## src/rtl/shift_sequencer.sv

```systemverilog
// Multi-cycle register-specified shifter: STEP bits per cycle, ARM carry.
// Ports: clk_i, rst_i (sync, active-high), start_i, shift_type_i[1:0]
//   (00 LSL/01 LSR/10 ASR/11 ROR), shift_amt_i[7:0], operand_i, carry_in_i,
//   flush_i -> ready_o, busy_o, done_o, result_o, carry_out_o.
// Option: define SHIFT_SEQ_FASTPATH_EN to resolve LSL/LSR/ASR with an
//   amount >= DATA_LEN in the accept cycle (IDLE -> DONE, no busy).
module shift_sequencer #(
    parameter int DATA_LEN = 32,
    parameter int STEP     = 4
) (
    input  logic                clk_i,
    input  logic                rst_i,
    input  logic                start_i,
    input  logic [1:0]          shift_type_i,
    input  logic [7:0]          shift_amt_i,
    input  logic [DATA_LEN-1:0] operand_i,
    input  logic                carry_in_i,
    input  logic                flush_i,
    output logic                ready_o,
    output logic                busy_o,
    output logic                done_o,
    output logic [DATA_LEN-1:0] result_o,
    output logic                carry_out_o
);

    localparam logic [8:0]  LIM_LS = 9'(DATA_LEN + 1);
    localparam logic [8:0]  LIM_AS = 9'(DATA_LEN);
    localparam logic [5:0]  STEP_C = 6'(STEP);
    localparam logic [31:0] DL_W   = 32'(DATA_LEN);

    typedef enum logic [1:0] {S_IDLE, S_SHIFT, S_DONE} state_e;

    state_e              state_q, state_d;
    logic [DATA_LEN-1:0] data_q, data_d;
    logic [DATA_LEN-1:0] result_q, result_d;
    logic                carry_q, carry_d;
    logic                cout_q, cout_d;
    logic [1:0]          type_q, type_d;
    logic [5:0]          cnt_q, cnt_d;

    logic                accept;
    logic [8:0]          amt9;
    logic [5:0]          n_s;
    logic                c0_s;
    logic                fast_s;
    logic [DATA_LEN-1:0] fres_s;
    logic                fc_s;

    assign accept = (state_q == S_IDLE) && start_i && !flush_i;

    // Effective count and the carry seen when nothing gets shifted.
    always_comb begin
        amt9   = {1'b0, shift_amt_i};
        n_s    = '0;
        c0_s   = carry_in_i;
        fast_s = 1'b0;
        fres_s = '0;
        fc_s   = 1'b0;
        unique case (shift_type_i)
            2'b00, 2'b01: n_s = 6'((amt9 > LIM_LS) ? LIM_LS : amt9);
            2'b10:        n_s = 6'((amt9 > LIM_AS) ? LIM_AS : amt9);
            default: begin
                n_s = {1'b0, shift_amt_i[4:0]};
                // ROR by a nonzero multiple of 32 still reports bit 31.
                if (shift_amt_i != 8'd0 && shift_amt_i[4:0] == 5'd0)
                    c0_s = operand_i[DATA_LEN-1];
            end
        endcase
`ifdef SHIFT_SEQ_FASTPATH_EN
        if (shift_type_i != 2'b11 && amt9 >= LIM_AS) begin
            fast_s = 1'b1;
            unique case (shift_type_i)
                2'b00:   fc_s = (amt9 == LIM_AS) & operand_i[0];
                2'b01:   fc_s = (amt9 == LIM_AS) & operand_i[DATA_LEN-1];
                default: begin
                    fres_s = {DATA_LEN{operand_i[DATA_LEN-1]}};
                    fc_s   = operand_i[DATA_LEN-1];
                end
            endcase
        end
`endif
    end

    // One datapath step of k bits; the extra bit in ext catches the carry.
    logic [5:0]          k;
    logic [DATA_LEN:0]   ext;
    logic [DATA_LEN-1:0] step_r;
    logic                step_c;

    always_comb begin
        k      = (cnt_q > STEP_C) ? STEP_C : cnt_q;
        ext    = '0;
        step_r = data_q;
        step_c = carry_q;
        unique case (type_q)
            2'b00: begin
                ext    = {1'b0, data_q} << k;
                step_r = ext[DATA_LEN-1:0];
                step_c = ext[DATA_LEN];
            end
            2'b01: begin
                ext    = {data_q, 1'b0} >> k;
                step_r = ext[DATA_LEN:1];
                step_c = ext[0];
            end
            2'b10: begin
                ext    = $signed({data_q, 1'b0}) >>> k;
                step_r = ext[DATA_LEN:1];
                step_c = ext[0];
            end
            default: begin
                step_r = (data_q >> k) | (data_q << (DL_W - 32'(k)));
                step_c = step_r[DATA_LEN-1];
            end
        endcase
    end

    // State register and datapath registers.
    always_ff @(posedge clk_i) begin
        if (rst_i) begin
            state_q  <= S_IDLE;
            data_q   <= '0;
            result_q <= '0;
            carry_q  <= 1'b0;
            cout_q   <= 1'b0;
            type_q   <= 2'b00;
            cnt_q    <= '0;
        end else begin
            state_q  <= state_d;
            data_q   <= data_d;
            result_q <= result_d;
            carry_q  <= carry_d;
            cout_q   <= cout_d;
            type_q   <= type_d;
            cnt_q    <= cnt_d;
        end
    end

    // Next state.
    always_comb begin
        state_d = state_q;
        unique case (state_q)
            S_IDLE: begin
                if (accept)
                    state_d = (fast_s || n_s == 6'd0) ? S_DONE : S_SHIFT;
            end
            S_SHIFT: begin
                if (flush_i)
                    state_d = S_IDLE;
                else if (cnt_q <= STEP_C)
                    state_d = S_DONE;
            end
            default: state_d = S_IDLE;
        endcase
    end

    // Datapath next values; result only updates on a completed operation.
    always_comb begin
        data_d   = data_q;
        carry_d  = carry_q;
        type_d   = type_q;
        cnt_d    = cnt_q;
        result_d = result_q;
        cout_d   = cout_q;
        unique case (state_q)
            S_IDLE: begin
                if (accept) begin
                    data_d  = operand_i;
                    carry_d = c0_s;
                    type_d  = shift_type_i;
                    cnt_d   = n_s;
                    if (fast_s) begin
                        cnt_d    = '0;
                        result_d = fres_s;
                        cout_d   = fc_s;
                    end else if (n_s == 6'd0) begin
                        result_d = operand_i;
                        cout_d   = c0_s;
                    end
                end
            end
            S_SHIFT: begin
                if (!flush_i) begin
                    data_d  = step_r;
                    carry_d = step_c;
                    cnt_d   = cnt_q - k;
                    if (cnt_q <= STEP_C) begin
                        result_d = step_r;
                        cout_d   = step_c;
                    end
                end
            end
            default: ;
        endcase
    end

    // Outputs.
    always_comb begin
        ready_o     = (state_q == S_IDLE);
        busy_o      = (state_q == S_SHIFT);
        done_o      = (state_q == S_DONE);
        result_o    = result_q;
        carry_out_o = cout_q;
    end

endmodule
```

## config.mk

```make
export PLATFORM = sky130hd
export DESIGN_NAME = shift_sequencer
export DESIGN_NICKNAME = d
export VERILOG_FILES = /design/src/rtl/shift_sequencer.sv
export SDC_FILE = /design/constraint.sdc
export NUM_CORES = 1
export LEC_CHECK = 0
export ABC_AREA = 1
export CAP_MARGIN = 20
export CORE_ASPECT_RATIO = 1.2
export CORE_MARGIN = 2
export CORE_UTILIZATION = 40
export DETAILED_ROUTE_END_ITERATION = 10
export GPL_TIMING_DRIVEN = 1
export PLACE_DENSITY = 0.65
export SLEW_MARGIN = 20
export SYNTH_ARGS = -nofsm -noshare
export SYNTH_HDL_FRONTEND = slang
export SYNTH_SLANG_ARGS = --single-unit
```

## constraint.sdc

```tcl
create_clock -name clk_i -period 3.4 [get_ports clk_i]
set_clock_uncertainty 0.05 [all_clocks]
set_input_delay 0.34 -clock clk_i [delete_from_list [all_inputs] [get_ports clk_i]]
set_output_delay 0.34 -clock clk_i [all_outputs]
set_load 0.005 [all_outputs]
```

Yosys cells after proc, flatten, opt, wreduce, memory -nomap -nowiden
Index checks and enable logic that the tools add are counted.
{"block": "word_totals", "elab_cells": 75, "ff_bits": 75, "output_inout_bits": 36, "in_bits": 47}
{"block": "classes", "shift": 5, "mux": 29, "n_reduce_logical": 17, "n_lt_le_gt_ge": 4, "bitwise_logic": 1, "n_eq_ne": 11, "n_addsub": 2}
{"cell": "$mux W32", "n": 6}
{"cell": "$pmux W32 S2", "n": 2}
{"cell": "$pmux W32 S3", "n": 1}
{"cell": "$shl A32 B6 Y33", "n": 1}
{"cell": "$shr A33 B6 Y33", "n": 1}
{"cell": "$sshr A33 B6 Y33", "n": 1}
{"cell": "$or A32 B32 Y32", "n": 1}
{"cell": "$shl A32 B32 Y32", "n": 1}
{"cell": "$shr A32 B6 Y32", "n": 1}
{"cell": "$mux W6", "n": 5}
{"cell": "$pmux W6 S2", "n": 2}
{"cell": "$gt A8 B6 Y1 const B", "n": 2}
{"cell": "$mux W2", "n": 4}
{"cell": "$reduce_bool A8 Y1", "n": 1}
{"cell": "$sub A6 B6 Y7 const A", "n": 1}
{"cell": "$eq A2 B1 Y1 const B", "n": 3}
{"cell": "$eq A2 B2 Y1 const B", "n": 3}
{"cell": "$gt A6 B3 Y1 const B", "n": 1}
{"cell": "$le A6 B3 Y1 const B", "n": 1}
{"cell": "$logic_not A2 Y1", "n": 3}
{"cell": "$logic_not A6 Y1", "n": 1}
{"cell": "$mux W1", "n": 6}
{"cell": "$ne A2 B1 Y1 const B", "n": 3}
{"cell": "$sub A6 B6 Y6", "n": 1}
{"cell": "14 further kinds", "n": 17}

Longest topological paths before layout
{"block": "logic_depth", "ltp_word": 9, "mapped_depth": 20}

Least setup slack after synthesis
No wires, ideal clock.
{"block": "synth_timing", "kind": "register to register", "startpoint": "register cnt_q[2]", "endpoint": "register data_q[31]", "required_time_ns": 3.280, "setup_time_ns": 0.070, "arrival_time_ns": 2.516, "path_slack_ns": 0.764, "stages_incl_launch_ff": 19, "cell_sequence": "dfxtp_1 -> nor2_4 -> nand2_4 -> inv_2 -> nand2_1 -> buf_2 -> buf_2 -> ha_1 -> clkbuf_1 -> inv_1 -> buf_1 -> nand3_1 -> nand3_1 -> nand3_1 -> nand2_1 -> nand2_1 -> nand2_1 -> nand2_1 -> a21oi_1"}
{"block": "synth_via", "elab_chain_cells": 8, "word_cells_on_any_way": 12, "classes_between": "add/sub (1); order compare (1); shift (5); mux (4); bitwise (1)"}
{"item": "from (decl)", "line": "39", "rtl": "logic [5:0] cnt_q, cnt_d;"}
{"item": "from (signal assigned)", "line": "135", "rtl": "cnt_q <= cnt_d;"}
{"item": "$gt A6 B3 Y1", "line": "91", "rtl": "k = (cnt_q > STEP_C) ? STEP_C : cnt_q;"}
{"item": "$mux W6 *", "line": "91"}
{"item": "$sub A6 B6 Y7", "line": "112", "rtl": "step_r = (data_q >> k) | (data_q << (DL_W - 32'(k)));"}
{"item": "$shl A32 B32 Y32", "line": "112"}
{"item": "$or A32 B32 Y32", "line": "112"}
{"item": "$pmux W32 S3 *", "line": "95", "rtl": "unique case (type_q)"}
{"item": "$mux W32 *", "line": "183", "rtl": "if (!flush_i) begin"}
{"item": "$pmux W32 S2 *", "line": "165", "rtl": "unique case (state_q)"}
{"item": "to (signal assigned)", "line": "130", "rtl": "data_q <= data_d;"}
{"item": "to (decl)", "line": "34", "rtl": "logic [DATA_LEN-1:0] data_q, data_d;"}
Mark *: on every way between the ends. The rest lies on a longest branch, timed or not. The select of a mux whose other input is x is not followed.
A chain may end at the register's enable or synchronous reset.

Worst setup path after layout
{"block": "layout_timing", "startpoint": "register type_q[1]", "endpoint": "register result_q[21], in the netlist result_o[21]"}
{"block": "layout_via", "elab_chain_cells": 5, "word_cells_on_any_way": 7, "classes_between": "eq/ne (2); mux (4); reduce/logical (1)"}
{"item": "from (decl)", "line": "38", "rtl": "logic [1:0] type_q, type_d;"}
{"item": "from (signal assigned)", "line": "134", "rtl": "type_q <= type_d;"}
{"item": "$eq A2 B2 Y1, or another cell as far along"}
{"item": "$pmux W32 S3 *", "line": "95"}
{"item": "$mux W32 *", "line": "187", "rtl": "if (cnt_q <= STEP_C) begin"}
{"item": "$mux W32 *", "line": "183"}
{"item": "$pmux W32 S2 *", "line": "165"}
{"item": "to (signal assigned)", "line": "131", "rtl": "result_q <= result_d;"}
{"item": "to (decl)", "line": "35", "rtl": "logic [DATA_LEN-1:0] result_q, result_d;"}
Marked as above.

==> results_dict.tcl <==
set metrics [dict create \
    powerDensity_nw_per_um2 420 \
    grt_util_met1 0.406 \
    drive_above_1_share 0.0638 \
    cts_resized 0 \
    fin_crit_ps 3080 \
    core_area_um2 16100 \
    hold_viol_final 0 \
    slew_violations 0 \
    dieWidth_um 121 \
    startpoint_type "register" \
    ys_seq_area_frac 0.229 \
    io_buffers 82 \
    grt_use_met2 0.455 \
    dieArea_um2 17400 \
    slew_headroom 0.312 \
    rsz0062_at_grt "false" \
    hold_class "register to register" \
    syn_nets 1220 \
    post_layout_nonfiller_instances 1435 \
    start_util 0.405 \
    clockRootBuffer "clkbuf_16" \
    cpMaxStageDelayCell "nor2_2" \
    yosysWarnings 0 \
    p_leak_nw 3.62 \
    clkSlewWorstSetupHoldPaths_ps 60 \
    routabilityCongestion 0.970 \
    synth_top_cell_area_share 0.229 \
    syn_to_final_growth_pct 19.5 \
    drcViolationCount 0 \
    grt_max_degree 59 \
    cts_inserted_buffers 9 \
    multi_input_area_um2 4350 \
    synth_commonest_cells "333 x nand2_1, 227 x nand3_1, 100 x inv_1" \
    arrival_ps 3310 \
    stdcell_area_um2 7820 \
    grt_usage 0.291 \
    diodes 0 \
    synth-edff-count 0 \
    cts_buffer_depth 2 \
    die_h_um 144 \
    vias 8211 \
    rows 51 \
    max_freq_ghz 0.324 \
    grt_pass1_vias 7448 \
    grt_busiest_layer "met2" \
    place_hpwl_mm 18.8 \
    synth-async-reset-ratio 0 \
    period_share 0.907 \
    first_pass_iters 5 \
    status "complete, no violations" \
    syn_inst 1171 \
    grt_use_met3 0.0442 \
    clk_latency_ps 350 \
    post-synth-top-count-cell "nand2_1" \
    yosysTopAreaCell "dfxtp_1" \
    drt_iter0_markers 1116 \
    cts_tree "yes" \
    netlist_area_um2 6550 \
    synth.distinct_cells 37 \
    hold_buffers 0 \
    finalSetupViolCount 0 \
    slowest_delay_ps 610 \
    cts_sinks 75 \
    htree_levels 3 \
    ir_drop_mv 0.247 \
    synthFlopType "dfxtp_1" \
    avgSynthCellArea_um2 5.59 \
    drt_wl_total_mm 25.4 \
    placed_area_um2 7540 \
    fin_nets 1267 \
    fin_hold_ws_ps 431 \
    crit_path_end_kind "register" \
    final_antenna_net_count 0 \
    crit_chain "nor2_1, inv_1, nor2_2, buf_4, nand2_1, nand3_1, nor2_1, nand2_1, o21ai_1, a21oi_1" \
    wl_per_cell_um 17.7 \
    path_max_fanout 20 \
    critPathRequiredTime_ps 3630 \
    overflow 0 \
    cap_violations 0 \
    ys_ff_latch 75 \
    regArea_um2 1500 \
    fillers 1778 \
    netlist_top_cells_area "dfxtp_1 23%, nand2_1 19%, nand3_1 17%, a21oi_1 7.5%, inv_1 5.7%" \
    grt_antenna_before_repair 0 \
    io_pins 83 \
    grt_pass1_wl_mm 39.9 \
    worstMarginPinSlew_ps 1030 \
    routed_via_density 5.72 \
    tns_ps 0 \
    post-cts-setup-buffers 0 \
    placed_cells 1419 \
    crit_type "register to register" \
]
==> area by class of cell <==
cell class | count | area share
inverters | 105 | 0.0504
repair buffers | 106 | 0.131
clock buffers | 9 | 0.0288
well taps | 212 | 0.0339
clock inverters | 7 | 0.00768
multi-input cells | 921 | 0.556
flip-flops and latches | 75 | 0.192
==> cell families after synthesis <==
group                      share of synthesized area
adders and majority gates                    0.00382
and+or+nand+nor                                0.472
DFF                                            0.229
buffers and inverters                          0.108
other                                       0.000573
AOI/OAI and AO/OA                              0.184
xor gates and xnor gates                     0.00134
==> worst max-delay path: cells and delay by family (launching register included) <==
kind	cells	cell delay [ps]
flip-flops	1	400
AND/OR/NAND/NOR	6	1450
buffers and inverters	2	860
AO/OA/AOI/OAI	2	250
==> cells in the final DEF, fill, tap and decap left out, drive strengths merged, types with 2 or more instances in the layout <==
cell type,n
a221oi,2
nand2,335
nand4,25
nand3,228
clkbuf,9
nand3b,2
o21bai,18
buf,24
o211ai,17
o31ai,2
inv,106
a21oi,99
a31oi,2
clkinv,5
or2,22
clkdlybuf4s50,82
o21ai,78
nor2,83
ha,2
dfxtp,75
==> registers in the layout (all words and copies together) (netlist names) <==
signal	cells
carry_out_o	1
result_o	32
type_q	2
data_q	32
cnt_q	6
state_q	2
==> power by group <==
part           switching [mW]  internal [mW]  total (mW)  leakage (nW)
combinational           0.929          0.441        1.37          2.87
clock                   0.424          0.506       0.929         0.137
sequential             0.0442          0.939       0.983         0.614
==> layer usage <==
metal / share of wire / routed length (µm)
met5: 0 / 0
met4: 0.032 / 805
met3: 0.083 / 2100
met2: 0.44 / 11200
met1: 0.45 / 11300
==> final timing paths <==
path	from	end	slack [ps]	cells past startpoint
setup / recovery	type_q[1]$_SDFFE_PP0P_	result_o[21]$_SDFFE_PP0P_	320	10
hold / removal	carry_out_o$_SDFFE_PP0P_	carry_out_o$_SDFFE_PP0P_	430	2
setup reg to reg	type_q[1]$_SDFFE_PP0P_	result_o[21]$_SDFFE_PP0P_	320	10
hold reg to reg	carry_out_o$_SDFFE_PP0P_	carry_out_o$_SDFFE_PP0P_	430	2
==> through the flow <==
step	power, mW	setup slack (ps)	util
final	3.28	315	0.485
after global routing	3.48	103	0.485
after CTS	3.26	396	0.485
after detailed placement	2.33	419	0.467
after global placement	2.35	331	0.467
after floorplan	1.89	764	-
Power figures use the tool's default switching activity.
